===== src/rtl/poly1305_seq_if.sv =====
// Bus bundle between the Poly1305 message sequencer, its key/message/tag
// clients and the external Poly1305 block core.
interface poly1305_seq_if;
  logic         key_valid;
  logic         key_ready;
  logic [127:0] key_r;
  logic [127:0] key_s;

  logic         msg_valid;
  logic         msg_ready;
  logic [127:0] msg_data;
  logic [4:0]   msg_bytes;
  logic         msg_last;

  logic [127:0] core_r;
  logic [127:0] core_s;
  logic [127:0] core_m;
  logic         core_fb;
  logic         core_ld;
  logic         core_first;
  logic         core_rdy;
  logic [127:0] core_p;

  logic [127:0] tag;
  logic         tag_valid;
  logic         tag_ready;
  logic         abort;
  logic         err;
  logic [31:0]  blk_cnt;

  modport slave (
    input  key_valid, key_r, key_s,
    output key_ready,
    input  msg_valid, msg_data, msg_bytes, msg_last,
    output msg_ready,
    output core_r, core_s, core_m, core_fb, core_ld, core_first,
    input  core_rdy, core_p,
    output tag, tag_valid, err, blk_cnt,
    input  tag_ready, abort
  );

  modport master (
    output key_valid, key_r, key_s,
    input  key_ready,
    output msg_valid, msg_data, msg_bytes, msg_last,
    input  msg_ready,
    input  core_r, core_s, core_m, core_fb, core_ld, core_first,
    output core_rdy, core_p,
    input  tag, tag_valid, err, blk_cnt,
    output tag_ready, abort
  );
endinterface


===== src/rtl/poly1305_seq.sv =====
// Poly1305 message sequencer: takes a key, pads and issues 16-byte blocks to
// the block core one at a time, and returns the final accumulator as the tag.
//
// state    | meaning
// IDLE     | waiting for a key handshake
// WAIT_MSG | ready to accept the next message beat
// ISSUE    | core_ld pulse for the latched block
// BUSY     | waiting for the core to finish the block
// TAG      | presenting tag until tag_ready
module poly1305_seq (
  input  logic           clk,
  input  logic           reset,
  poly1305_seq_if.slave  bus
);

  typedef enum logic [2:0] {
    IDLE     = 3'd0,
    WAIT_MSG = 3'd1,
    ISSUE    = 3'd2,
    BUSY     = 3'd3,
    TAG      = 3'd4
  } state_t;

  state_t       state, state_nxt;
  logic         key_acc, beat_acc, beat_empty, beat_bad;
  logic         rdy_done, rdy_stray, blk_inc;
  logic         first_pend, last_q;
  logic [127:0] m_pad;

  // Handshake outputs decode only the registered state.
  assign bus.key_ready = (state == IDLE);
  assign bus.msg_ready = (state == WAIT_MSG);
  assign bus.core_ld   = (state == ISSUE);
  assign bus.tag_valid = (state == TAG);

  always_ff @(posedge clk or negedge reset) begin
    if (!reset) state <= IDLE;
    else        state <= state_nxt;
  end

  always_comb begin
    state_nxt  = state;
    key_acc    = 1'b0;
    beat_acc   = 1'b0;
    beat_empty = 1'b0;
    beat_bad   = 1'b0;
    rdy_done   = 1'b0;
    rdy_stray  = 1'b0;
    blk_inc    = 1'b0;
    if (bus.abort) begin
      state_nxt = IDLE;
    end else begin
      rdy_stray = bus.core_rdy && (state != BUSY);
      case (state)
        IDLE: begin
          if (bus.key_valid) begin
            key_acc   = 1'b1;
            state_nxt = WAIT_MSG;
          end
        end
        WAIT_MSG: begin
          if (bus.msg_valid) begin
            if (bus.msg_bytes == 5'd0 && bus.msg_last && first_pend) begin
              beat_empty = 1'b1;
              state_nxt  = TAG;
            end else if (bus.msg_bytes == 5'd0 || bus.msg_bytes > 5'd16) begin
              beat_bad = 1'b1;
            end else begin
              beat_acc  = 1'b1;
              state_nxt = ISSUE;
            end
          end
        end
        ISSUE: begin
          blk_inc   = 1'b1;
          state_nxt = BUSY;
        end
        BUSY: begin
          if (bus.core_rdy) begin
            rdy_done  = 1'b1;
            state_nxt = last_q ? TAG : WAIT_MSG;
          end
        end
        TAG: begin
          if (bus.tag_ready) state_nxt = IDLE;
        end
        default: state_nxt = IDLE;
      endcase
    end
  end

  // Short blocks get a 0x01 terminator byte right after the data; a full
  // block copies every byte and relies on core_fb for the high bit instead.
  always_comb begin
    m_pad = '0;
    for (int i = 0; i < 16; i++) begin
      if (5'(i) < bus.msg_bytes)
        m_pad[8*i +: 8] = bus.msg_data[8*i +: 8];
      else if (5'(i) == bus.msg_bytes)
        m_pad[8*i +: 8] = 8'h01;
    end
  end

  always_ff @(posedge clk or negedge reset) begin
    if (!reset) begin
      bus.core_r     <= '0;
      bus.core_s     <= '0;
      bus.core_m     <= '0;
      bus.core_fb    <= 1'b0;
      bus.core_first <= 1'b0;
      bus.tag        <= '0;
      bus.err        <= 1'b0;
      bus.blk_cnt    <= '0;
      first_pend     <= 1'b0;
      last_q         <= 1'b0;
    end else begin
      if (key_acc) begin
        bus.core_r  <= bus.key_r;
        bus.core_s  <= bus.key_s;
        bus.blk_cnt <= '0;
        bus.err     <= 1'b0;
        first_pend  <= 1'b1;
      end
      if (beat_acc) begin
        bus.core_m     <= m_pad;
        bus.core_fb    <= (bus.msg_bytes == 5'd16);
        bus.core_first <= first_pend;
        last_q         <= bus.msg_last;
      end
      if (blk_inc)
        bus.blk_cnt <= bus.blk_cnt + 32'd1;
      if (rdy_done) begin
        first_pend <= 1'b0;
        if (last_q) bus.tag <= bus.core_p;
      end
      if (beat_empty)
        bus.tag <= bus.core_s;
      if (beat_bad || rdy_stray)
        bus.err <= 1'b1;
      if (bus.abort)
        bus.blk_cnt <= '0;
    end
  end

endmodule


===== src/flat_wrapper.sv =====
// flat-port wrapper written by rule: the top's interface ports become plain ports
module poly1305_seq_flat 
  (clk, reset, bus_key_valid, bus_key_r, bus_key_s, bus_key_ready, bus_msg_valid, bus_msg_data, bus_msg_bytes, bus_msg_last, bus_msg_ready, bus_core_r, bus_core_s, bus_core_m, bus_core_fb, bus_core_ld, bus_core_first, bus_core_rdy, bus_core_p, bus_tag, bus_tag_valid, bus_err, bus_blk_cnt, bus_tag_ready, bus_abort);
  poly1305_seq_if bus_i ();
  input  logic clk;
  input  logic reset;
  input wire logic [$bits(bus_i.key_valid)-1:0] bus_key_valid;
  input wire logic [$bits(bus_i.key_r)-1:0] bus_key_r;
  input wire logic [$bits(bus_i.key_s)-1:0] bus_key_s;
  output wire logic [$bits(bus_i.key_ready)-1:0] bus_key_ready;
  input wire logic [$bits(bus_i.msg_valid)-1:0] bus_msg_valid;
  input wire logic [$bits(bus_i.msg_data)-1:0] bus_msg_data;
  input wire logic [$bits(bus_i.msg_bytes)-1:0] bus_msg_bytes;
  input wire logic [$bits(bus_i.msg_last)-1:0] bus_msg_last;
  output wire logic [$bits(bus_i.msg_ready)-1:0] bus_msg_ready;
  output wire logic [$bits(bus_i.core_r)-1:0] bus_core_r;
  output wire logic [$bits(bus_i.core_s)-1:0] bus_core_s;
  output wire logic [$bits(bus_i.core_m)-1:0] bus_core_m;
  output wire logic [$bits(bus_i.core_fb)-1:0] bus_core_fb;
  output wire logic [$bits(bus_i.core_ld)-1:0] bus_core_ld;
  output wire logic [$bits(bus_i.core_first)-1:0] bus_core_first;
  input wire logic [$bits(bus_i.core_rdy)-1:0] bus_core_rdy;
  input wire logic [$bits(bus_i.core_p)-1:0] bus_core_p;
  output wire logic [$bits(bus_i.tag)-1:0] bus_tag;
  output wire logic [$bits(bus_i.tag_valid)-1:0] bus_tag_valid;
  output wire logic [$bits(bus_i.err)-1:0] bus_err;
  output wire logic [$bits(bus_i.blk_cnt)-1:0] bus_blk_cnt;
  input wire logic [$bits(bus_i.tag_ready)-1:0] bus_tag_ready;
  input wire logic [$bits(bus_i.abort)-1:0] bus_abort;
  assign bus_i.key_valid = bus_key_valid;
  assign bus_i.key_r = bus_key_r;
  assign bus_i.key_s = bus_key_s;
  assign bus_key_ready = bus_i.key_ready;
  assign bus_i.msg_valid = bus_msg_valid;
  assign bus_i.msg_data = bus_msg_data;
  assign bus_i.msg_bytes = bus_msg_bytes;
  assign bus_i.msg_last = bus_msg_last;
  assign bus_msg_ready = bus_i.msg_ready;
  assign bus_core_r = bus_i.core_r;
  assign bus_core_s = bus_i.core_s;
  assign bus_core_m = bus_i.core_m;
  assign bus_core_fb = bus_i.core_fb;
  assign bus_core_ld = bus_i.core_ld;
  assign bus_core_first = bus_i.core_first;
  assign bus_i.core_rdy = bus_core_rdy;
  assign bus_i.core_p = bus_core_p;
  assign bus_tag = bus_i.tag;
  assign bus_tag_valid = bus_i.tag_valid;
  assign bus_err = bus_i.err;
  assign bus_blk_cnt = bus_i.blk_cnt;
  assign bus_i.tag_ready = bus_tag_ready;
  assign bus_i.abort = bus_abort;
  poly1305_seq u_core (.clk(clk), .reset(reset), .bus(bus_i));
endmodule

===== config.mk =====
export PLATFORM = sky130hd
export DESIGN_NAME = poly1305_seq_flat
export DESIGN_NICKNAME = d
export VERILOG_FILES = /design/src/rtl/poly1305_seq_if.sv /design/src/rtl/poly1305_seq.sv /design/src/flat_wrapper.sv
export SDC_FILE = /design/constraint.sdc
export NUM_CORES = 1
export LEC_CHECK = 0
export BUFFER_PORTS_ARGS = -buffer_cell sky130_fd_sc_hd__buf_2
export CORE_AREA = 8 8 412 414
export CTS_CLUSTER_DIAMETER = 50
export DETAILED_ROUTE_END_ITERATION = 8
export DIE_AREA = 0 0 420 422
export PLACE_DENSITY = 0.34
export SYNTH_ARGS = -nofsm -noshare
export SYNTH_HDL_FRONTEND = slang
export SYNTH_SLANG_ARGS = --single-unit

===== constraint.sdc =====
create_clock -name clk -period 1.92 [get_ports clk]
set_clock_uncertainty 0.05 [all_clocks]
set_input_delay 0.192 -clock clk [delete_from_list [all_inputs] [get_ports clk]]
set_output_delay 0.192 -clock clk [all_outputs]
set_load 0.05 [all_outputs]

==> results.sh, run 1 <==
export IMPL_arrival_ns=2.51
export IMPL_hold_viol=0
export IMPL_grt_pass1_wl_um=184900
export IMPL_synth_edf_count=0
export IMPL_dp_cells=5101
export IMPL_synth_ff_type="dfrtp_1"
export IMPL_status="complete, but fails checks"
export IMPL_ys_ff_latch=552
export IMPL_antenna_found_initial=48
export IMPL_place_area_um2=31670
export IMPL_power_total_mw=76.58
export IMPL_htreeDepth=3
export IMPL_cts_sinks=552
export IMPL_grt_pass1_vias=24110
export IMPL_ys_types=52
export IMPL_clk_latency_ns=0.70
export IMPL_maxSlewViolCount=0
export IMPL_core_area_um2=163500
export IMPL_nets=4169
export IMPL_maxCapViolations=0
export IMPL_grt_overflow_total=0
export IMPL_critPathCaptureType="register"
export IMPL_setup_slack_ns=-0.09523
export IMPL_final_cell_mix="buf_2 (1069), dlygate4sd3_1 (534), dfrtp_1 (532)"
export IMPL_place_congestion=0.8337
export IMPL_worstHoldPathCells=5
export IMPL_routedWlPerCell_um=23.61
export IMPL_fmax_mhz=496.2
export IMPL_clockRootBuffer="clkbuf_16"
export IMPL_r2r_cells=9
export IMPL_hold_ws_ns=0.09568
export IMPL_synth_avg_cell_area_um2=12.48
export IMPL_post_route_util_pct=26.65
export IMPL_rows=149
export IMPL_vias=22290
export IMPL_syn_area_um2=22510
export IMPL_vdd_ir_drop_max_v=0.001121
export IMPL_layout_cells_most_common="buf_2"
export IMPL_power_leakage_nw=21.66
export IMPL_synth_nets=2330
export IMPL_yosysSeqAreaShare_pct=61.36
export IMPL_routed_wl_um=140200
export IMPL_area_growth_pct=93.56
export IMPL_stdcell_area_um2=43570
export IMPL_cp_max_fo=22
export IMPL_path_clk_slew_ns=0.05
export IMPL_cts_buffers=101
export IMPL_initial_utilization_pct=13.77
export IMPL_synthArstFlopShare_pct=100.0
export IMPL_drtIter0Drc=1142
export IMPL_die_w_um=420
export IMPL_min_path_type="in -> reg"
export IMPL_relSlewSlack_pct=36.17
export IMPL_ant_nets=0
export IMPL_rsz0062_at_grt="true"
export IMPL_violations="negative setup slack"
export IMPL_crit_type="reg -> reg"
export IMPL_dpl_hpwl_um=105000
export IMPL_drc_errors=0
export IMPL_grt_max_degree=68
export IMPL_finalSetupViolCount=185
export IMPL_die_h_um=422
export IMPL_portBuffers=1075
export IMPL_post_route_period_util_pct=105.0
export IMPL_period_needed_ns=2.015
export IMPL_clockBufferDepth=3
export IMPL_pwr_density_cell_nw_per_um2=1757
export IMPL_cts_tree="done"
export IMPL_via_per_inst=3.755
export IMPL_die_area_um2=177200
export IMPL_drtPass1Iterations=5
export IMPL_drive_gt1_share_pct=53.41
export IMPL_syn_instance_count=1804
export IMPL_grt_use_total_pct=14.40
export IMPL_fin_cells=5937
export IMPL_start_kind="register"
export IMPL_max_slew_worst_pin_slew_ns=0.9543
export IMPL_yosys_warnings=0
export IMPL_cp_required_ns=2.42
export IMPL_ios=1076
[Yosys cell counts, types with 3 or more instances]
library cell    n  share of area, %
buf_1           6              0.10
nand2_1       266               4.4
o31ai_1         9              0.30
o311ai_0        4              0.16
inv_1           9              0.15
xor2_1          6              0.23
buf_4          12              0.40
mux2_4         10              0.67
buf_6          12              0.60
or4_1           3              0.10
nor2_1         35              0.58
o211ai_1        4              0.13
or3_1           6              0.17
mux2_2        256                13
o21ai_0       149               3.3
or2_2           3             0.083
nor3_1         10              0.22
a21o_1        130               4.3
nor2b_1         3             0.083
o21ai_1         8              0.18
a22o_1        130               5.1
buf_2          43              0.96
nand4_1         9              0.25
nand3_1        24              0.53
a21oi_1        17              0.38
nor3b_1         3              0.10
and3_1          4              0.11
dfrtp_1       552                61
clkbuf_1       47              0.78
[what timing repair did]
action | in CTS | in global routing
pin swaps | 8 | 175
hold buffers | 534 | 0
gates cloned | 2 | 55
setup buffers | 10 | 31
endpoints found under the setup margin | 263 | 341
gates resized for setup | 40 | 420
hold endpoints to repair | 1051 | 0
[critical path, cell delays in order, from the launching register on]
cell and delay, ns:
dfrtp_1 0.42, nor2_4 0.18, nand3_4 0.12, nor4_4 0.20, buf_12 0.15, buf_16 0.14, nor2_4 0.06, buf_12 0.16
buf_12 0.16, a21o_1 0.20
[sequential cells by signal, indices dropped and copies added (netlist names)]
name and count:
u_core.bus.tag 128, u_core.first_pend 1, u_core.bus.core_r 128, u_core.last_q 1, u_core.state 3, u_core.bus.core_first 1
u_core.bus.core_s 128, u_core.bus.err 1, u_core.bus.core_m 128, u_core.bus.core_fb 1, u_core.bus.blk_cnt 32
[layer usage]
layer / up-vias / track usage [%] / routed length, µm
met2: 712 / 24.70 / 69290
met1: 11070 / 16.08 / 53820
met3: 265 / 4.963 / 10060
met5: - / 0 / 248
met4: 36 / 6.380 / 6732
li1: 10210 / - / -
[power breakdown]
part	total [mW]	internal, mW	switching (mW)
Combinational	36.6	9.94	26.7
Clock	19.1	12.1	7.00
Sequential	20.9	16.8	4.10
[final cells by class]
cell class / instances / area (µm²)
fill: 17480 / 119900
timing repair buffer: 1855 / 14180
sequential: 552 / 13840
multi-input combinational: 1123 / 9089
tap: 2189 / 2739
clock buffer: 121 / 2723
clock inverter: 65 / 909.6
antenna: 22 / 55.05
inverter: 10 / 40.04
[through the flow]
stage	TNS, ns	worst slack, ns
2_1_floorplan	-0.9070	-0.1748
3_3_place_gp	-46.48	-0.2343
3_5_place_dp	-52.48	-0.2704
4_1_cts	-21.99	-0.1542
5_1_grt	-35.06	-0.1846
6_report	-7.321	-0.09523
[cell families (layout without fill, tap and decap cells)]
logic type / Yosys count / count (layout) / synth area share [%]
flops: 552 / 552 / 61.36
compound gates: 461 / 461 / 14.21
simple gates: 384 / 385 / 7.493
fa+ha+maj: 1 / 1 / 0.05557
buf+inv: 130 / 2051 / 3.007
xor+xnor: 8 / 8 / 0.3113
mux: 268 / 268 / 13.56
other cells: 0 / 22 / 0
[final timing paths]
path	start	to	slack (ns)
max in group asynchronous	reset	u_core.bus.core_s[113]	0.15
worst min register to register	u_core.bus.tag[94]	u_core.bus.tag[94]	0.42
worst max register to register	u_core.state[2]	u_core.bus.tag[109]	-0.1
min in group asynchronous	reset	u_core.bus.core_m[32]	0.30
worst min-delay path	bus_msg_bytes[3]	u_core.bus.core_m[88]	0.1
worst max-delay path	u_core.state[2]	u_core.bus.tag[109]	-0.1
No activity file was read; power rests on OpenSTA's default activity.
==> run 2: changes to the inputs <==
--- a/config.mk
+++ b/config.mk
@@ -6,11 +6,13 @@
 export NUM_CORES = 1
 export LEC_CHECK = 0
 export BUFFER_PORTS_ARGS = -buffer_cell sky130_fd_sc_hd__buf_2
+export CAP_MARGIN = 20
 export CORE_AREA = 8 8 412 414
 export CTS_CLUSTER_DIAMETER = 50
 export DETAILED_ROUTE_END_ITERATION = 8
 export DIE_AREA = 0 0 420 422
 export PLACE_DENSITY = 0.34
+export SKIP_CTS_REPAIR_TIMING = 1
 export SYNTH_ARGS = -nofsm -noshare
 export SYNTH_HDL_FRONTEND = slang
 export SYNTH_SLANG_ARGS = --single-unit
==> results.sh, run 2 (synthesis gave the netlist of run 1 again) <==
export IMPL_htreeDepth=3
export IMPL_max_slew_worst_pin_slew_ns=0.6891
export IMPL_status="complete, but fails checks"
export IMPL_pwr_density_cell_nw_per_um2=1791
export IMPL_die_w_um=420
export IMPL_grt_max_degree=68
export IMPL_finalSetupViolCount=170
export IMPL_maxSlewViolCount=0
export IMPL_grt_pass1_wl_um=174700
export IMPL_hold_viol=0
export IMPL_fmax_mhz=491.3
export IMPL_cts_buffers=101
export IMPL_route_met3_wl_um=9971
export IMPL_slowest_stage="or3_4"
export IMPL_crit_top_cell="buf_4"
export IMPL_place_ws_ns=-0.2704
export IMPL_cp_required_ns=2.44
export IMPL_nets=4118
export IMPL_portBuffers=1075
export IMPL_grt_pass1_vias=21100
export IMPL_via_per_inst=3.721
export IMPL_crit_type="reg -> reg"
export IMPL_path_clk_slew_ns=0.05
export IMPL_drt_met1_wl_um=51650
export IMPL_period_needed_ns=2.035
export IMPL_ant_nets=0
export IMPL_min_path_type="in -> async"
export IMPL_place_congestion=0.8337
export IMPL_routed_wl_um=134800
export IMPL_dpl_hpwl_um=105000
export IMPL_start_kind="register"
export IMPL_crit_chain="nor2_4, nand3_4, buf_6, or3_4, buf_4, buf_4, mux2_4"
export IMPL_antenna_found_initial=48
export IMPL_crit_path_max_incr_delay_ns=0.44
export IMPL_power_leakage_nw=21.06
export IMPL_initial_utilization_pct=13.77
export IMPL_cts_sinks=552
export IMPL_critPathCaptureType="register"
export IMPL_routedWlPerCell_um=22.90
export IMPL_cts_tree="done"
export IMPL_rsz0062_at_grt="true"
export IMPL_area_growth_pct=87.57
export IMPL_ios=1076
export IMPL_drc_errors=0
export IMPL_drtPass1Iterations=5
export IMPL_grt_overflow_total=0
export IMPL_setup_slack_ns=-0.1153
export IMPL_layout_cells_most_common="buf_2"
export IMPL_clockRootBuffer="clkbuf_16"
export IMPL_hold_ws_ns=0.01631
export IMPL_crit_buf_inv=3
export IMPL_post_route_period_util_pct=106.0
export IMPL_route_met2_wl_um=67330
export IMPL_die_area_um2=177200
export IMPL_vias=21910
export IMPL_maxCapViolations=0
export IMPL_vdd_ir_drop_max_v=0.001120
export IMPL_relSlewSlack_pct=53.57
export IMPL_rows=149
export IMPL_core_area_um2=163500
export IMPL_drive_gt1_share_pct=51.40
export IMPL_top_layer="met5"
export IMPL_violations="negative setup slack"
export IMPL_clk_latency_ns=0.69
export IMPL_cp_max_fo=7
export IMPL_drtIter0Drc=932
export IMPL_grt_use_total_pct=13.85
export IMPL_clockBufferDepth=3
export IMPL_cp_top_family="simple AND/OR/NAND/NOR gates"
export IMPL_final_cell_mix="buf_2 (1071), dfrtp_1 (533), dlygate4sd3_1 (528)"
export IMPL_die_h_um=422
export IMPL_arrival_ns=2.55
## run 2: cell count changes in the layout (fill, tap and decap cells not counted), moves of 5 or more
| cell | delta |
|---|---|
| buf_12 | -8 |
| buf_16 | -6 |
| buf_6 | -15 |
| buf_8 | -5 |
| clkbuf_16 | -16 |
| dlygate4sd3_1 | -6 |
| nand2_1 | +32 |
| nand2_2 | -22 |
| nand2_4 | -10 |
| o21ai_0 | +31 |
| o21ai_1 | -26 |
| o21ai_2 | -5 |
## run 2: layout make-up
cell class                      count  area [µm²]
Tap cell                         2189        2739
Fill cell                       17610      121300
Clock buffer                      121        2723
Clock inverter                     65       909.6
Multi-Input combinational cell   1123        8728
Timing Repair Buffer             1804       13180
Sequential cell                   552       13840
Inverter                           10       45.04
Antenna cell                       24       60.06
## run 2: worst paths after layout
path	start	end	slack, ns	cells past startpoint
max	u_core.state[2]	u_core.last_q	-0.12	7
min	reset	u_core.bus.core_m[124]	0.02	2
max reg2reg	u_core.state[2]	u_core.last_q	-0.12	7
min reg2reg	u_core.bus.tag[41]	u_core.bus.tag[41]	0.42	1
max in group asynchronous	reset	u_core.bus.core_s[50]	0.87	3
min in group clk	bus_msg_bytes[3]	u_core.bus.core_fb	0.10	6
## run 2: per-layer routing
metal | up-vias | track usage (%)
li1 | 10110 | -
met2 | 662 | 23.30
met4 | 38 | 6.549
met3 | 244 | 5.954
met5 | - | 0
met1 | 10860 | 14.96
## run 2: power breakdown
part           leakage (nW)  switching, mW  internal [mW]  total (mW)
clock network          1.76           6.95           12.1        19.1
registers              6.87           4.00           16.8        20.7
logic                  12.4           26.4           9.42        35.8
## run 2: per-stage QoR
stage | power (mW) | TNS [ns] | util, % | cells | cell area, µm²
after CTS | 74.58 | -40.04 | 21.59 | 5287 | 35300
after global placement | 54.84 | -46.48 | 19.37 | 5101 | 31670
after floorplan | 42.89 | -0.9070 | - | 1804 | 22590
final | 75.64 | -6.690 | 25.82 | 5888 | 42220
after detailed placement | 54.95 | -52.48 | 19.37 | 5101 | 31670
after global routing | 78.83 | -30.24 | 25.81 | 5876 | 42190
==> run 3: changes to the inputs <==
--- a/config.mk
+++ b/config.mk
@@ -11,6 +11,7 @@
 export CTS_CLUSTER_DIAMETER = 50
 export DETAILED_ROUTE_END_ITERATION = 8
 export DIE_AREA = 0 0 420 422
+export GPL_TIMING_DRIVEN = 0
 export PLACE_DENSITY = 0.34
 export SKIP_CTS_REPAIR_TIMING = 1
 export SYNTH_ARGS = -nofsm -noshare
==> constraint.sdc (replaced) <==
create_clock -name clk -period 1.92 [get_ports clk]
set_clock_uncertainty 0.05 [all_clocks]
set_input_delay 0.096 -clock clk [delete_from_list [all_inputs] [get_ports clk]]
set_output_delay 0.096 -clock clk [all_outputs]
set_load 0.05 [all_outputs]
==> results.sh, run 3 (synthesis gave the netlist of run 1 again) <==
export IMPL_status="complete, but fails checks"
export IMPL_violations="negative hold slack, negative setup slack"
export IMPL_drive_gt1_share_pct=46.92
export IMPL_fmax_mhz=481.4
export IMPL_maxSlewViolCount=0
export IMPL_clockBufferDepth=3
export IMPL_htreeDepth=3
export IMPL_period_needed_ns=2.077
export IMPL_crit_type="reg -> reg"
export IMPL_stdcell_area_um2=40820
export IMPL_clockRootBuffer="clkbuf_16"
export IMPL_nets=4072
export IMPL_tns_ns=-20.01
export IMPL_die_w_um=420
export IMPL_grt_use_total_pct=15.10
export IMPL_place_area_um2=30930
export IMPL_via_per_inst=3.742
export IMPL_crit_path_max_incr_delay_ns=0.43
export IMPL_pwr_density_cell_nw_per_um2=1834
export IMPL_cp_top_family="simple AND/OR/NAND/NOR gates"
export IMPL_path_clk_slew_ns=0.05
export IMPL_grt_pass1_vias=21200
export IMPL_grt_overflow_total=0
export IMPL_arrival_ns=2.54
export IMPL_rows=149
export IMPL_cts_sinks=552
export IMPL_cp_max_fo=10
export IMPL_drc_errors=0
export IMPL_initial_utilization_pct=13.77
export IMPL_place_congestion=0.8264
export IMPL_cts_tree="done"
export IMPL_hold_ws_ns=-0.1815
export IMPL_rsz0062_at_grt="true"
export IMPL_layout_cells_most_common="buf_2"
export IMPL_crit_buf_inv=3
export IMPL_grt_pass1_wl_um=187000
export IMPL_area_growth_pct=81.35
export IMPL_die_h_um=422
export IMPL_hold_viol=174
export IMPL_critPathCaptureType="register"
export IMPL_relSlewSlack_pct=48.91
export IMPL_die_area_um2=177200
export IMPL_vdd_ir_drop_max_v=0.0009454
export IMPL_drtIter0Drc=857
export IMPL_max_slew_worst_pin_slew_ns=0.7663
export IMPL_power_leakage_nw=20.43
export IMPL_final_cell_mix="buf_2 (1081), dfrtp_1 (533), dlygate4sd3_1 (528)"
export IMPL_routed_wl_um=141200
export IMPL_r2r_cells=8
export IMPL_finalSetupViolCount=259
export IMPL_vias=21850
export IMPL_portBuffers=1075
export IMPL_cp_required_ns=2.39
export IMPL_drtPass1Iterations=5
export IMPL_worst_path_stages=8
export IMPL_crit_chain="nor2_4, nand3_4, or3_4, buf_12, buf_8, buf_6, nand2_1, o21ai_0"
export IMPL_slowest_stage="or3_4"
export IMPL_start_kind="register"
export IMPL_core_area_um2=163500
export IMPL_dpl_hpwl_um=114700
export IMPL_cts_buffers=103
export IMPL_min_path_type="in -> async"
export IMPL_post_route_period_util_pct=108.2
export IMPL_ios=1076
export IMPL_routedWlPerCell_um=24.18
export IMPL_maxCapViolations=0
export IMPL_ant_nets=0
export IMPL_clk_latency_ns=0.71
export IMPL_antenna_found_initial=34
export IMPL_setup_slack_ns=-0.1571
export IMPL_grt_max_degree=102
run 3: cell count changes in the layout (fill, tap and decap cells not counted), sizes merged:
cell,before,now
diode,24,17
inv,18,11
bufinv,14,16
clkbuf,143,188
buf,1254,1174
or3,7,6
clkinvlp,8,6
run 3: path summary, 6_finish.rpt:
path	startpoint	slack (ns)	endpoint
min in group clk	bus_msg_bytes[1]	-0.02	u_core.bus.core_m[72]
setup reg to reg	u_core.state[2]	-0.16	u_core.bus.core_m[81]
max in group asynchronous	reset	0.42	u_core.bus.core_s[84]
setup / recovery	u_core.state[2]	-0.16	u_core.bus.core_m[81]
hold / removal	reset	-0.18	u_core.bus.core_m[48]
hold reg to reg	u_core.bus.tag[104]	0.42	u_core.bus.tag[104]
run 3: stage by stage:
stage / power [mW] / hold slack, ns / util [%] / worst slack [ns] / instances
CTS: 74.86 / -0.8752 / 21.16 / -1.712 / 5268
floorplan: 42.91 / -0.2496 / - / -0.004763 / 1804
global route: 78.07 / -0.1752 / 24.95 / -0.2456 / 5829
global placement: 54.72 / 0.2629 / 18.79 / -13.99 / 5068
finish: 74.88 / -0.1815 / 24.97 / -0.1571 / 5838
detailed placement: 54.87 / -0.03520 / 18.92 / -1.702 / 5077
run 3: power by group:
group,internal [mW],switching [mW],leakage [nW]
registers,16.8,3.38,6.87
clock network,12.5,6.89,1.78
logic,8.59,26.8,11.8
total,37.8,37.0,20.4
run 3: tightest hold or removal path, cell delays in order:
cell and delay [ns]:
buf_8 0.08, buf_16 0.10, buf_16 0.09, buf_16 0.10, buf_16 0.10, buf_16 0.12, buf_16 0.31
run 3: cell type report:
type                            instances  area, µm²
Timing Repair Buffer                 1638      11290
Inverter                               10      41.29
Antenna cell                           17      42.54
Clock buffer                          133       2800
Clock inverter                         58      867.1
Fill cell                           17790     122700
Tap cell                             2189       2739
Sequential cell                       552      13840
Buffer                                119      987.2
Multi-Input combinational cell       1122       8222
run 3: routing by layer:
layer  global-route usage [%]  wire, µm  up-vias
met5                        0       102        -
met4                    5.780      4647       16
met3                    5.526      8968      229
met2                    25.95     70720      684
met1                    16.97     56740    10910
li1                         -         -    10000
